<file path="src/rtl/io_port_responder_if.sv">
// Device-side handshake bundle for io_port_responder.
// master: the responder (drives out_valid/out_data/in_ready).
// slave : the board-level peripheral (drives out_ready/in_valid/in_data).
interface io_port_responder_if #(
    parameter int unsigned DATA_W = 16
);
    logic              out_valid;
    logic              out_ready;
    logic [DATA_W-1:0] out_data;
    logic              in_valid;
    logic              in_ready;
    logic [DATA_W-1:0] in_data;

    modport master (
        output out_valid, out_data, in_ready,
        input  out_ready, in_valid, in_data
    );

    modport slave (
        input  out_valid, out_data, in_ready,
        output out_ready, in_valid, in_data
    );
endinterface

</file>
<file path="src/rtl/io_port_responder.sv">
// Device-side responder for the processor's in/out instructions.
// Ports:
//   CLK, Reset        clock (rising edge), async active-low reset
//   OutputWrite/OutData  push a register word into the output FIFO
//   InRead/InData     consume the held input word (InData=0 when empty)
//   ClearErr          clears the sticky overflow/underflow flags
//   out_count, in_full, overflow, underflow  status
//   dev               device handshake (valid/ready out FIFO, valid/ready in hold)
module io_port_responder #(
    parameter int unsigned DATA_W    = 16,
    parameter int unsigned OUT_DEPTH = 4,
    parameter int unsigned PTR_W     = 2
) (
    input  logic              CLK,
    input  logic              Reset,
    input  logic              OutputWrite,
    input  logic [DATA_W-1:0] OutData,
    input  logic              InRead,
    output logic [DATA_W-1:0] InData,
    output logic [PTR_W:0]    out_count,
    output logic              in_full,
    output logic              overflow,
    output logic              underflow,
    input  logic              ClearErr,
    io_port_responder_if.master dev
);
    localparam logic [PTR_W:0] FULL_CNT = (PTR_W+1)'(OUT_DEPTH);

    logic [DATA_W-1:0] r_mem [OUT_DEPTH];
    logic [PTR_W-1:0]  r_wr_ptr;
    logic [PTR_W-1:0]  r_rd_ptr;
    logic [PTR_W:0]    r_count;
    logic [DATA_W-1:0] r_hold;
    logic              r_in_full;
    logic              r_overflow;
    logic              r_underflow;

    logic w_full;
    logic w_pop;
    logic w_push;
    logic w_ovf_set;
    logic w_unf_set;
    logic w_capture;
    logic w_consume;

    // FIFO handshake; a pop frees the slot a full-FIFO push needs
    assign w_full    = (r_count == FULL_CNT);
    assign w_pop     = (r_count != '0) && dev.out_ready;
    assign w_push    = OutputWrite && (!w_full || w_pop);
    assign w_ovf_set = OutputWrite && !w_push;

    // Holding register; capture needs !full and consume needs full, so they never collide
    assign w_capture = dev.in_valid && !r_in_full;
    assign w_consume = InRead && r_in_full;
    assign w_unf_set = InRead && !r_in_full;

    assign dev.out_valid = (r_count != '0);
    assign dev.out_data  = r_mem[r_rd_ptr];
    assign dev.in_ready  = !r_in_full;
    assign InData        = r_in_full ? r_hold : '0;
    assign out_count     = r_count;
    assign in_full       = r_in_full;
    assign overflow      = r_overflow;
    assign underflow     = r_underflow;

    // FIFO storage; contents are don't-care once pointers reset
    always_ff @(posedge CLK) begin
        if (w_push) begin
            r_mem[r_wr_ptr] <= OutData;
        end
    end

    // FIFO pointers and occupancy; pointers wrap naturally at 2**PTR_W
    always_ff @(posedge CLK or negedge Reset) begin
        if (!Reset) begin
            r_wr_ptr <= '0;
            r_rd_ptr <= '0;
            r_count  <= '0;
        end else begin
            if (w_push) begin
                r_wr_ptr <= r_wr_ptr + PTR_W'(1);
            end
            if (w_pop) begin
                r_rd_ptr <= r_rd_ptr + PTR_W'(1);
            end
            if (w_push && !w_pop) begin
                r_count <= r_count + (PTR_W+1)'(1);
            end else if (w_pop && !w_push) begin
                r_count <= r_count - (PTR_W+1)'(1);
            end
        end
    end

    // Input holding register
    always_ff @(posedge CLK or negedge Reset) begin
        if (!Reset) begin
            r_hold    <= '0;
            r_in_full <= 1'b0;
        end else begin
            if (w_capture) begin
                r_hold    <= dev.in_data;
                r_in_full <= 1'b1;
            end else if (w_consume) begin
                r_in_full <= 1'b0;
            end
        end
    end

    // Sticky error flags; a set wins over a same-cycle clear
    always_ff @(posedge CLK or negedge Reset) begin
        if (!Reset) begin
            r_overflow  <= 1'b0;
            r_underflow <= 1'b0;
        end else begin
            r_overflow  <= (r_overflow  && !ClearErr) || w_ovf_set;
            r_underflow <= (r_underflow && !ClearErr) || w_unf_set;
        end
    end
endmodule

</file>
<file path="src/flat_wrapper.sv">
// flat-port wrapper written by rule: the top's interface ports become plain ports
module io_port_responder_flat 
#(
    parameter int unsigned DATA_W    = 16,
    parameter int unsigned OUT_DEPTH = 4,
    parameter int unsigned PTR_W     = 2
)
  (CLK, Reset, OutputWrite, OutData, InRead, InData, out_count, in_full, overflow, underflow, ClearErr, dev_out_valid, dev_out_data, dev_in_ready, dev_out_ready, dev_in_valid, dev_in_data);
  io_port_responder_if #(.DATA_W(DATA_W)) dev_i ();
  input  logic CLK;
  input  logic Reset;
  input  logic OutputWrite;
  input  logic [DATA_W-1:0] OutData;
  input  logic InRead;
  output logic [DATA_W-1:0] InData;
  output logic [PTR_W:0] out_count;
  output logic in_full;
  output logic overflow;
  output logic underflow;
  input  logic ClearErr;
  output wire logic [$bits(dev_i.out_valid)-1:0] dev_out_valid;
  output wire logic [$bits(dev_i.out_data)-1:0] dev_out_data;
  output wire logic [$bits(dev_i.in_ready)-1:0] dev_in_ready;
  input wire logic [$bits(dev_i.out_ready)-1:0] dev_out_ready;
  input wire logic [$bits(dev_i.in_valid)-1:0] dev_in_valid;
  input wire logic [$bits(dev_i.in_data)-1:0] dev_in_data;
  assign dev_out_valid = dev_i.out_valid;
  assign dev_out_data = dev_i.out_data;
  assign dev_in_ready = dev_i.in_ready;
  assign dev_i.out_ready = dev_out_ready;
  assign dev_i.in_valid = dev_in_valid;
  assign dev_i.in_data = dev_in_data;
  io_port_responder #(.DATA_W(DATA_W), .OUT_DEPTH(OUT_DEPTH), .PTR_W(PTR_W)) u_core (.CLK(CLK), .Reset(Reset), .OutputWrite(OutputWrite), .OutData(OutData), .InRead(InRead), .InData(InData), .out_count(out_count), .in_full(in_full), .overflow(overflow), .underflow(underflow), .ClearErr(ClearErr), .dev(dev_i));
endmodule
</file>
<file path="config.mk">
export PLATFORM = sky130hd
export DESIGN_NAME = io_port_responder_flat
export DESIGN_NICKNAME = d
export VERILOG_FILES = /design/src/rtl/io_port_responder_if.sv /design/src/rtl/io_port_responder.sv /design/src/flat_wrapper.sv
export SDC_FILE = /design/constraint.sdc
export NUM_CORES = 1
export LEC_CHECK = 0
export CORE_MARGIN = 2
export CORE_UTILIZATION = 31
export CTS_CLUSTER_DIAMETER = 30
export CTS_CLUSTER_SIZE = 16
export DETAILED_ROUTE_END_ITERATION = 8
export GPL_ROUTABILITY_DRIVEN = 1
export MAX_ROUTING_LAYER = met4
export PLACE_DENSITY_LB_ADDON = 0.25
export SKIP_LAST_GASP = 1
export SLEW_MARGIN = 20
export SYNTH_ARGS = -nofsm -noshare
export SYNTH_HDL_FRONTEND = slang
export SYNTH_SLANG_ARGS = --single-unit
export TNS_END_PERCENT = 50
</file>
<file path="constraint.sdc">
create_clock -name CLK -period 2.4 [get_ports CLK]
set_input_delay 0.6 -clock CLK [delete_from_list [all_inputs] [get_ports CLK]]
set_output_delay 0.6 -clock CLK [all_outputs]
set_load 0.01 [all_outputs]
</file>
# [Word-level counts from Yosys, hierarchy flattened]
# Memory sizes are Yosys's and may differ from the RTL's.
# Index checks and enable logic that the tools add are counted.
[word_totals] reg_bits=26 latch_bits=0 ram_bits=64 rom_bits=0 input_bits=39 wordCells=41 memories=1
[mem_list] name="u_core.r_mem" depth=4 width=16 rd=1 rd_ports_with_merged_regs=0 wr=1 line="io_port_responder.sv:29" rtl="logic [DATA_W-1:0] r_mem [OUT_DEPTH];"
[op_classes] add_sub_neg=4 n_mul=0 div_mod_pow=0 n_lt_le_gt_ge=0 eq_ne=1 shifts=0 muxes=7 bitwise_logic=0 n_reduce_logical=21
[ops] operator="two-way mux 16 bit" n=1
[ops] operator="logical AND 1 bit" n=10
[ops] operator="two-way mux 3 bit" n=2
[ops] operator="zero test 1 bit" n=5
[ops] operator="adder 2 x 1 -> 2 bit (second input constant)" n=2
[ops] operator="two-way mux 1 bit" n=4
[ops] operator="nonzero test 2 bit" n=2
[ops] operator="adder 3 x 1 -> 3 bit (second input constant)" n=1
[ops] operator="equality test 3 bit (second input constant)" n=1
[ops] operator="logical OR 1 bit" n=3
[ops] operator="nonzero test 3 bit" n=1
[ops] operator="subtractor 3 x 1 -> 3 bit (second input constant)" n=1

# [Longest topological paths before layout]
[logic_depth] word_depth=8 mapped_depth=9 mapped_depth_nobuf=8

# [Worst setup path after synthesis]
# OpenSTA, ideal clock, no wires.
[synth_path] path_kind="register to register" startpoint="register u_core.r_count[0], in the netlist u_core.out_count[0]" endpoint="register u_core.r_count[2], in the netlist u_core.out_count[2]" arrival_ps=2036 slack_ps=285 stages_incl_launch_ff=9 path_buffers=0 period_less_slack_ps=2115 cell_sequence="dfrtp_1 -> or3_1 -> nand2_1 -> ha_1 -> inv_1 -> fa_1 -> xor2_1 -> nor2_1 -> xor2_1"
[synth_via] elab_chain_cells=7 word_cells_on_any_way=15 cone_classes="2 x add/sub; 1 x eq/ne; 2 x mux; 10 x reduce/logical"
[synth_rtl] element="start, declared" line="io_port_responder.sv:32" rtl="logic [PTR_W:0] r_count;"
[synth_rtl] element="start signal, assigned" line="io_port_responder.sv:87" rtl="r_count <= r_count + (PTR_W+1)'(1);"
[synth_rtl] element="start signal, assigned" line="io_port_responder.sv:89" rtl="r_count <= r_count - (PTR_W+1)'(1);"
[synth_rtl] element="nonzero test 3 bit (*)"
[synth_rtl] element="net dev_out_valid" line="flat_wrapper.sv:21" rtl="output wire logic [$bits(dev_i.out_valid)-1:0] dev_out_valid;"
[synth_rtl] element="logical AND 1 bit (*)" line="io_port_responder.sv:48" rtl="assign w_pop = (r_count != '0) && dev.out_ready;"
[synth_rtl] element="logical OR 1 bit" line="io_port_responder.sv:49" rtl="assign w_push = OutputWrite && (!w_full || w_pop);"
[synth_rtl] element="logical AND 1 bit" line="io_port_responder.sv:49"
[synth_rtl] element="zero test 1 bit" line="io_port_responder.sv:88" rtl="end else if (w_pop && !w_push) begin"
[synth_rtl] element="logical AND 1 bit" line="io_port_responder.sv:88"
[synth_rtl] element="nonzero test 2 bit (no source line)"
# The timed path passes the listed nets; every way through them passes the cells marked *. The select of a mux whose other input is x is not followed.
# A chain may end at the register's enable or synchronous reset.

# [Worst setup path in the final report]
[layout_path] startpoint="register u_core.r_rd_ptr[0]" endpoint="output dev_out_data[1]"
[layout_via] elab_chain_cells=1
[layout_rtl] element="start, declared" line="io_port_responder.sv:31" rtl="logic [PTR_W-1:0] r_rd_ptr;"
[layout_rtl] element="start signal, assigned" line="io_port_responder.sv:84" rtl="r_rd_ptr <= r_rd_ptr + PTR_W'(1);"
[layout_rtl] element="memory read (4 x 16 bit)"
[layout_rtl] element="end, declared" line="flat_wrapper.sv:22" rtl="output wire logic [$bits(dev_i.out_data)-1:0] dev_out_data;"
# Every way passes these cells.

==> out/metrics.yaml <==
routing:
  num_vias: 1899
  vias_per_cell: 4.45
  dr.pass1.iters: 3
  drt-initial-drc-count: 52
  routed_wl_um: 6890
  drc: 0
  wl_per_cell_um: 16.1
  ant_nets: 0
critical_path:
  start_kind: "flip-flop"
  worstPathMaxFanout: 7
  cp_data_arrival_time_ps: 1860
  endpoint_kind: "output pin"
  path_class: "flip-flop to output pin"
  critPathRequiredTime_ps: 1800
power_and_ir_drop:
  power_mw: 5.47
  irDropWorstVdd_v: 0.000453
  leakagePower_nw: 1.84
  power_density_nw_per_um2: 1100
logic_synthesis:
  synth.cell_area_um2: 3580
  synth_nets: 228
  ys_seq_area_frac: 0.718
  synth_area_per_cell_um2: 19.6
  ys_types: 24
  synth_seq_cells: 90
  synth_warnings: 0
  synthCells: 183
grt:
  gr-usage-all-layers: 0.124
  grt_pass1_wl_um: 11400
  grt_max_degree: 27
  grt_antenna_before_repair: 0
  grt_remaining_overflow: 0
  grt_pass1_vias: 2122
timing:
  max_freq_ghz: 0.406
  finalHoldViolations: 0
  tightest_slew_ps: 340
  rsz0062_at_grt: "yes"
  timing.hold.ws_ps: 502
  worst_slack_ps: -61.6
  finClkSkew_ps: 4.91
  min_period_over_period: 1.03
  drv_slew: 0
  relSlewSlack: 0.774
  period_minus_slack_ps: 2460
  setup_violations: 8
cts:
  htreeDepth: 3
  cts_tree: "yes"
  clk_latency_ps: 330
  cts.clk_slew.worst_paths_ps: 60
  cts_hold_buf: 0
  cts-root-buf: "clkbuf_16"
  cts_buffers: 9
  clockBufferDepth: 2
  clkSinkCount: 90
cells_and_area:
  fin_nets: 324
  antenna_cells: 0
  final_layout_size_suffix_gt1_frac: 0.232
  seqCellArea_um2: 2570
  multi_input_area_um2: 916
  syn_to_final_growth_pct: 38.8
  stdcell_area_um2: 4970
  num-fill-cells: 1027
  stdcell_count: 427
job:
  cap_violations: 0
placement:
  placedInstanceArea_um2: 4660
  port_buffers: 78
  gp_congestion: 0.670
  placed_cells: 409
  hpwl_um: 4510
  place_ws_ps: -166
status:
  violations: "setup timing"
  status: "complete, but fails checks"
worst_hold_path:
  min_path_type: "flip-flop to flip-flop"
floorplanning:
  ios: 79
  std_cell_rows: 39
  core_um2: 11400
  start_util: 0.315
  die_width_um: 112
  dieArea_um2: 12400
  die_y_um: 112
critical path, cell delays in order, from the launching register on:
cell	delay, ps
dfrtp_2	420
bufbuf_16	300
mux4_2	510
dlygate4sd2_1	300
power breakdown:
group / switching, mW / internal, mW
sequential: 0.177 / 2.04
clock: 0.582 / 0.818
combinational: 0.759 / 1.09
total: 1.52 / 3.95
worst paths after layout:
kind / from / slack (ps) / endpoint / depth (start not counted)
setup / recovery: u_core.r_rd_ptr[0]$_DFFE_PN0P_ / -60 / dev_out_data[1] / 3
hold / removal: u_core.r_hold[4]$_DFFE_PN0P_ / 500 / u_core.r_hold[4]$_DFFE_PN0P_ / 1
setup reg to reg: u_core.out_count[0]$_DFFE_PN0P_ / 290 / u_core.out_count[2]$_DFFE_PN0P_ / 8
hold reg to reg: u_core.r_hold[4]$_DFFE_PN0P_ / 500 / u_core.r_hold[4]$_DFFE_PN0P_ / 1
max in group asynchronous: Reset / 1490 / u_core.in_full$_DFFE_PN0P_ / 2
min in group asynchronous: Reset / 630 / u_core.r_hold[14]$_DFFE_PN0P_ / 2
metrics by stage:
step	util	setup TNS [ps]
global route	0.438	-844
detailed placement	0.410	-306
CTS	0.438	-1290
floorplan	-	0
finish	0.438	-276
global placement	0.410	-124
flip-flops by register name, summed over array words and instances, names as in the netlist:
register / flops
u_core.overflow: 1
u_core.r_rd_ptr: 2
u_core.r_hold: 16
u_core.in_full: 1
u_core.underflow: 1
u_core.r_mem: 64
u_core.out_count: 3
u_core.r_wr_ptr: 2
logic make-up (layout without fill, tap and decap cells):
kind of cell	Yosys count	after routing	synth area share
adder cells (fa/ha/maj)	6	6	0.0230
AO/OA/AOI/OAI	3	3	0.00524
XOR/XNOR	6	6	0.0147
buffers and inverters	16	117	0.0244
flip-flops	90	90	0.718
multiplexers	34	34	0.163
AND/OR/NAND/NOR	28	28	0.0513
area by class of cell:
cell class / instances / area share
Clock inverter: 6 / 0.0146
Inverter: 7 / 0.00528
Clock buffer: 10 / 0.0460
Timing Repair Buffer: 94 / 0.196
Sequential cell: 90 / 0.518
Tap cell: 143 / 0.0360
Multi-Input combinational cell: 77 / 0.184
synthesized netlist by cell type:
cell,n,area [um2]
clkbuf_1,2,7.51
o22ai_1,1,6.26
ha_1,5,62.6
edfxtp_1,64,1920
nor4b_4,1,23.8
xor2_1,2,17.5
mux2_4,1,15.0
xnor2_1,4,35.0
o21ai_0,1,5.00
a21o_1,1,7.51
mux4_1,5,131
mux2_2,17,191
fa_1,1,20.0
nand3_1,1,5.00
buf_2,4,20.0
buf_6,3,33.8
nand2_1,2,7.51
nor2b_1,2,12.5
inv_1,7,26.3
or3_1,1,6.26
nor2_1,1,3.75
and2_1,20,125
mux4_2,11,248
dfrtp_1,26,651
per-layer routing:
| metal | vias up | wire length, um | share of wire | GRT usage |
|---|---|---|---|---|
| li1 | 882 | - | - | - |
| met1 | 941 | 2870 | 0.42 | 0.139 |
| met2 | 67 | 3450 | 0.50 | 0.207 |
| met3 | 9 | 488 | 0.071 | 0.0512 |
| met4 | 0 | 70 | 0.010 | 0.0321 |
| met5 | - | 0 | 0 | - |
layout by cell type (no fill, tap or decap), drive strengths merged:
cell / count
xor2: 2
nor2b: 2
bufbuf: 1
nand2: 2
inv: 9
buf: 16
nor2: 1
xnor2: 4
clkinvlp: 1
clkinv: 2
nand3: 1
fa: 1
dfrtp: 26
clkdlybuf4s50: 62
and2: 20
a21o: 1
or3: 1
o22ai: 1
o21ai: 1
ha: 5
edfxtp: 64
mux2: 18
bufinv: 1
dlygate4sd2: 15
mux4: 16
nor4b: 1
clkbuf: 10
repair_timing:
action                     4_1_cts  5_1_grt
resized for setup               21        2
setup endpoints to repair       32       29
cloned                           1        0
buffers inserted                 1        0
No activity file was read; power rests on OpenSTA's default activity.
